### src/rtl/dvvm_pkg.sv
// Shared definitions for the dense vector-vector multiplier front end:
// default widths, sequencer state encoding, buffer select codes, accumulator sizing.
package dvvm_pkg;

  localparam int DATA_W_DEF = 8;

  typedef enum logic [1:0] {
    IDLE  = 2'd0,
    ISSUE = 2'd1,
    WAIT  = 2'd2,
    DONE  = 2'd3
  } state_t;

  localparam logic SEL_A = 1'b0;
  localparam logic SEL_B = 1'b1;

  // Width that holds vec_len full-scale products without wrapping.
  function automatic int calc_acc_w(input int data_w, input int vec_len);
    return 2 * data_w + ((vec_len > 1) ? $clog2(vec_len) : 0);
  endfunction

endpackage

### src/rtl/vector_buffer.sv
// VEC_LEN x DATA_W operand register file: async clear, one write port,
// one combinational read port. Out-of-range writes are dropped, reads return 0.
module vector_buffer #(
  parameter int VEC_LEN = 8,
  parameter int DATA_W  = 8,
  parameter int ADDR_W  = 3
) (
  input  logic              clk,
  input  logic              rst,
  input  logic              wr_en_i,
  input  logic [ADDR_W-1:0] wr_addr_i,
  input  logic [DATA_W-1:0] wr_data_i,
  input  logic [ADDR_W-1:0] rd_addr_i,
  output logic [DATA_W-1:0] rd_data_o
);

  logic [DATA_W-1:0] mem_q [VEC_LEN];

  always_ff @(posedge clk or posedge rst) begin
    if (rst) begin
      for (int i = 0; i < VEC_LEN; i++) mem_q[i] <= '0;
    end else if (wr_en_i && (int'(wr_addr_i) < VEC_LEN)) begin
      mem_q[wr_addr_i] <= wr_data_i;
    end
  end

  assign rd_data_o = (int'(rd_addr_i) < VEC_LEN) ? mem_q[rd_addr_i] : '0;

endmodule

### src/rtl/dot_product_sequencer.sv
// Feeds A/B element pairs to the multi-cycle MAC one at a time and accumulates the dot product.
// Optional watchdog in WAIT is built only when MAC_TIMEOUT_EN is defined.
module dot_product_sequencer
  import dvvm_pkg::*;
#(
  parameter int VEC_LEN        = 8,
  parameter int DATA_W         = DATA_W_DEF,
  parameter int ADDR_W         = 3,
  parameter int ACC_W          = calc_acc_w(DATA_W, VEC_LEN),
  parameter int TIMEOUT_CYCLES = 64
) (
  input  logic                clk,
  input  logic                rst,
  input  logic                wr_en,
  input  logic                wr_sel,
  input  logic [ADDR_W-1:0]   wr_addr,
  input  logic [DATA_W-1:0]   wr_data,
  input  logic                start,
  output logic                busy,
  output logic                mac_enable,
  output logic [DATA_W-1:0]   mac_a,
  output logic [DATA_W-1:0]   mac_b,
  input  logic [2*DATA_W-1:0] mac_result,
  input  logic                mac_done,
  output logic [ACC_W-1:0]    dot_result,
  output logic                dot_valid,
  output logic                mac_timeout
);

  if (TIMEOUT_CYCLES < 1 || (1 << ADDR_W) < VEC_LEN) begin : g_bad_params
    $error("dot_product_sequencer: invalid TIMEOUT_CYCLES or ADDR_W too small for VEC_LEN");
  end

  state_t            state_q, state_d;
  logic [ADDR_W-1:0] idx_q, idx_d;
  logic [ACC_W-1:0]  acc_q, acc_d, dot_result_q, dot_result_d, sum;
  logic [DATA_W-1:0] mac_a_q, mac_a_d, mac_b_q, mac_b_d;
  logic [DATA_W-1:0] buf_a_rd, buf_b_rd, fwd_a, fwd_b;
  logic              wr_fire, last_elem, tmo_hit;

  assign wr_fire = wr_en && (state_q == IDLE);

  vector_buffer #(.VEC_LEN(VEC_LEN), .DATA_W(DATA_W), .ADDR_W(ADDR_W)) u_buf_a (
    .clk(clk), .rst(rst),
    .wr_en_i(wr_fire && (wr_sel == SEL_A)), .wr_addr_i(wr_addr), .wr_data_i(wr_data),
    .rd_addr_i(idx_d), .rd_data_o(buf_a_rd)
  );

  vector_buffer #(.VEC_LEN(VEC_LEN), .DATA_W(DATA_W), .ADDR_W(ADDR_W)) u_buf_b (
    .clk(clk), .rst(rst),
    .wr_en_i(wr_fire && (wr_sel == SEL_B)), .wr_addr_i(wr_addr), .wr_data_i(wr_data),
    .rd_addr_i(idx_d), .rd_data_o(buf_b_rd)
  );

  // Operands are captured on entry to ISSUE; a write landing with start is forwarded.
  assign fwd_a = (wr_fire && (wr_sel == SEL_A) && (wr_addr == idx_d)) ? wr_data : buf_a_rd;
  assign fwd_b = (wr_fire && (wr_sel == SEL_B) && (wr_addr == idx_d)) ? wr_data : buf_b_rd;

  assign sum       = acc_q + ACC_W'(mac_result);
  assign last_elem = (idx_q == ADDR_W'(VEC_LEN - 1));

`ifdef MAC_TIMEOUT_EN
  localparam int TMO_W = $clog2(TIMEOUT_CYCLES + 1);
  logic [TMO_W-1:0] tmo_cnt_q, tmo_cnt_d;
  logic             timeout_q;

  always_comb begin
    tmo_cnt_d = '0;
    tmo_hit   = 1'b0;
    if (state_q == WAIT && !mac_done) begin
      tmo_cnt_d = tmo_cnt_q + 1'b1;
      tmo_hit   = (tmo_cnt_q == TMO_W'(TIMEOUT_CYCLES - 1));
    end
  end

  always_ff @(posedge clk or posedge rst) begin
    if (rst) begin
      tmo_cnt_q <= '0;
      timeout_q <= 1'b0;
    end else begin
      tmo_cnt_q <= tmo_cnt_d;
      timeout_q <= timeout_q | tmo_hit;
    end
  end

  assign mac_timeout = timeout_q;
`else
  assign tmo_hit     = 1'b0;
  assign mac_timeout = 1'b0;
`endif

  always_comb begin
    state_d      = state_q;
    idx_d        = idx_q;
    acc_d        = acc_q;
    dot_result_d = dot_result_q;
    mac_a_d      = mac_a_q;
    mac_b_d      = mac_b_q;
    case (state_q)
      IDLE: begin
        if (start) begin
          acc_d   = '0;
          idx_d   = '0;
          mac_a_d = fwd_a;
          mac_b_d = fwd_b;
          state_d = ISSUE;
        end
      end
      ISSUE: state_d = WAIT;
      WAIT: begin
        if (mac_done) begin
          acc_d = sum;
          if (last_elem) begin
            dot_result_d = sum;
            state_d      = DONE;
          end else begin
            idx_d   = idx_q + 1'b1;
            mac_a_d = fwd_a;
            mac_b_d = fwd_b;
            state_d = ISSUE;
          end
        end else if (tmo_hit) begin
          state_d = IDLE;
        end
      end
      DONE:    state_d = IDLE;
      default: state_d = IDLE;
    endcase
  end

  always_ff @(posedge clk or posedge rst) begin
    if (rst) begin
      state_q      <= IDLE;
      idx_q        <= '0;
      acc_q        <= '0;
      dot_result_q <= '0;
      mac_a_q      <= '0;
      mac_b_q      <= '0;
    end else begin
      state_q      <= state_d;
      idx_q        <= idx_d;
      acc_q        <= acc_d;
      dot_result_q <= dot_result_d;
      mac_a_q      <= mac_a_d;
      mac_b_q      <= mac_b_d;
    end
  end

  assign busy       = (state_q != IDLE);
  assign mac_enable = (state_q == ISSUE);
  assign dot_valid  = (state_q == DONE);
  assign mac_a      = mac_a_q;
  assign mac_b      = mac_b_q;
  assign dot_result = dot_result_q;

endmodule

### config.mk
export PLATFORM = sky130hd
export DESIGN_NAME = dot_product_sequencer
export DESIGN_NICKNAME = d
export VERILOG_FILES = /design/src/rtl/dvvm_pkg.sv /design/src/rtl/vector_buffer.sv /design/src/rtl/dot_product_sequencer.sv
export SDC_FILE = /design/constraint.sdc
export NUM_CORES = 1
export LEC_CHECK = 0
export BUFFER_PORTS_ARGS = -buffer_cell sky130_fd_sc_hd__buf_2
export CORE_UTILIZATION = 45
export DETAILED_ROUTE_END_ITERATION = 10
export GPL_TIMING_DRIVEN = 0
export SYNTH_ARGS = -nofsm -noshare
export SYNTH_HDL_FRONTEND = slang
export SYNTH_SLANG_ARGS = --single-unit
### constraint.sdc
create_clock -name clk -period 11.4 [get_ports clk]
set_clock_uncertainty 0.05 [all_clocks]
set_input_delay 1.71 -clock clk [delete_from_list [all_inputs] [get_ports clk]]
set_output_delay 1.71 -clock clk [all_outputs]
set_load 0.02 [all_outputs]
==> impl_metrics.tcl <==
set metrics [dict create \
    antenna_found_initial 0 \
    crit_path_start_kind "primary input" \
    cts_setup_buffers 0 \
    post-dp-hpwl_mm 19.0 \
    path_clk_slew_ns 0.07 \
    grt_remaining_overflow 0 \
    core-area_um2 21000 \
    tightestPinTransition_ns 0.906 \
    vias 7446 \
    worstPathCellList "buf_2 -> and3b_1 -> o21ai_0 -> and2_1 -> clkbuf_1 -> clkbuf_1 -> o221ai_1 -> o22ai_1 -> o21ai_1" \
    die_h_um 148 \
    synth-edff-count 0 \
    rows 53 \
    drc 0 \
    dp_worst_setup_slack_ns 7.16 \
    yosysMostFrequentCell "dfrtp_1" \
    grt.met3_usage 0.0390 \
    firstDrtPassIters 5 \
    grt_max_degree 107 \
    wl_per_cell_um 20.6 \
    synth-main-ff-cell "dfrtp_1" \
    crit_required_ns 11.66 \
    clock_sinks 187 \
    grt_pass1_vias 7192 \
    initial_core_util 0.458 \
    place.gp.congestion 0.854 \
    placed_cell_area_um2 10300 \
    synth.avg_cell_area_um2 10.2 \
    insertion_delay_ns 0.45 \
    final_util 0.519 \
    grt_util_met2 0.399 \
    antenna_left 0 \
    dr.first_iter.drc_count 511 \
    power_density_nw_per_um2 264 \
    io-pin-count 72 \
    post-route-worst-setup-slack_ns 7.61 \
    clockRootBuffer "clkbuf_16" \
    yosysTopAreaCell "dfrtp_1" \
    final_area_um2 10900 \
    fin_crit_sh 0.332 \
    synth_warnings 0 \
    cts_tree "yes" \
    cap_violations 0 \
    final_net_count 1076 \
    path_class "in2reg" \
    min_period_ns 3.79 \
    ir_drop_uv 100 \
    synth_area_leaders "dfrtp_1 (49%), mux2i_1 (8.6%), mux2_2 (7.7%)" \
    timing.final.max_slew_violations 0 \
    fillerInstances 1968 \
    setup_tns_ns 0 \
    cts-resized-gates 0 \
    synth_area_um2 9640 \
    setup_viol 0 \
    path_delay_family "buffers and inverters" \
    io_buffers 62 \
    max_stage_delay_ns 0.50 \
    status "completed" \
    netlist_instances 943 \
    cp_num_buf_inv 3 \
    synthTopCellsByCount "dfrtp_1 (187), nand2_1 (163), o21ai_0 (96)" \
    diodes 0 \
    die_area_um2 22000 \
    numCtsBuffers 17 \
    p_leak_nw 5.14 \
    min_path_type "reg2reg" \
    final_layout_size_suffix_gt1_frac 0.186 \
    areaGrowthSynthToFinish_pct 13.2 \
    wl_mm 27.0 \
    yosysUniqueCellTypes 62 \
    clock_path_buffers 2 \
    syn_nets 994 \
    grt_pass1_wl_mm 41.7 \
    met1_usage 0.363 \
    hold_viol 0 \
    ctsHoldBuffers 0 \
    crit_path_end_kind "flip-flop" \
    slowest_stage "clkbuf_1" \
    ys_async_sr_fraction 1.00 \
    placed_cells 1281 \
    finalNonFillerCells 1313 \
    crit_fanout 10 \
    h-tree-depth 4 \
    die_w_um 148 \
    rsz0062_at_grt "no" \
    track_usage 0.255 \
    via_per_inst 5.67 \
    seq_area_frac_synth 0.486 \
    relSlewSlack 0.394 \
    cpMostUsedCell "clkbuf_1" \
    synth_top_area_frac 0.486 \
    busiest_layer "met2" \
    max_freq_ghz 0.264 \
    critical_path_arrival_ns 4.05 \
    synth-seq-cells 187 \
]
## worst paths after layout
kind                                            from                       endpoint  slack, ns  cells past startpoint
hold / removal             dot_result[4]$_DFFE_PP0P_      dot_result[4]$_DFFE_PP0P_       0.42                      2
hold reg to reg            dot_result[4]$_DFFE_PP0P_      dot_result[4]$_DFFE_PP0P_       0.42                      2
max in group asynchronous                        rst  u_buf_b.mem_q[40]$_DFFE_PP0P_       9.05                      3
setup reg to reg                  idx_q[0]$_DFF_PP0_           mac_a[6]$_DFFE_PP0P_       8.26                      9
min in group asynchronous                        rst  u_buf_a.mem_q[53]$_DFFE_PP0P_       1.31                      2
setup / recovery                            mac_done           mac_a[6]$_DFFE_PP0P_       7.61                      9
## area by class of cell
type	instances	area [um^2]	area share
Inverter	23	98.8	0.00907
Multi-Input combinational cell	671	4570	0.419
Timing Repair Buffer	63	338	0.0310
Sequential cell	187	4680	0.429
Tap cell	275	344	0.0316
Buffer	62	298	0.0273
Clock buffer	17	425	0.0390
Clock inverter	15	153	0.0140
## cell usage in the layout (no fill, tap or decap), drive strengths merged, types with 4 or more instances in the layout
cell	Yosys	routed
a21o	10	10
a21oi	29	29
a22o	12	12
a22oi	9	9
and2	6	6
and3	4	4
buf	20	83
clkbuf	42	59
clkinv	1	5
dfrtp	187	187
ha	17	17
inv	22	30
mux2	67	67
mux2i	83	83
nand2	163	163
nand2b	5	5
nand3	12	12
nor2	30	30
nor2b	4	4
o21ai	111	111
o221ai	22	22
o22ai	29	29
or3	4	4
xnor2	14	14
## worst reg2reg max path, cell delays in order, from the launching register on
cell      delay (ns)
dfrtp_1         0.46
ha_1            0.27
and3b_1         0.16
o21ai_0         0.25
and2_1          0.18
clkbuf_1        0.40
clkbuf_1        0.50
o221ai_1        0.32
o22ai_1         0.32
o21ai_1         0.09
## cell families (layout without fill, tap and decap cells)
group	count (synthesis)	count (layout)	share of synthesized area
AND/OR/NAND/NOR	241	241	0.112
XOR/XNOR	17	17	0.0155
other	1	1	0.000389
buffers and inverters	85	180	0.0404
flip-flops	187	187	0.486
multiplexers	150	150	0.165
adder cells (fa/ha/maj)	18	18	0.0242
AO/OA/AOI/OAI	244	244	0.158
## metal layers
layer | vias to the layer above | routed length (um)
li1 | 3523 | -
met1 | 3688 | 13000
met2 | 200 | 12200
met3 | 35 | 1220
met4 | 0 | 569
met5 | - | 0
## registers in the layout (all words and copies together), names as in the netlist
register,flops
u_buf_a.mem_q,64
state_q,2
dot_result,19
u_buf_b.mem_q,64
idx_q,3
mac_a,8
mac_b,8
acc_q,19
## stage by stage
step | total power, mW | hold WS [ns]
CTS | 2.88 | 0.428
detailed placement | 2.29 | 0.409
global placement | 2.25 | 0.404
floorplan | 1.95 | 0.400
finish | 2.88 | 0.422
global route | 3.06 | 0.437
## power by group
| part | switching [mW] | internal [mW] |
|---|---|---|
| Sequential | 0.178 | 0.935 |
| Clock | 0.299 | 0.292 |
| Combinational | 0.672 | 0.500 |
| Total | 1.15 | 1.73 |
(Power assumes the default switching activity.)
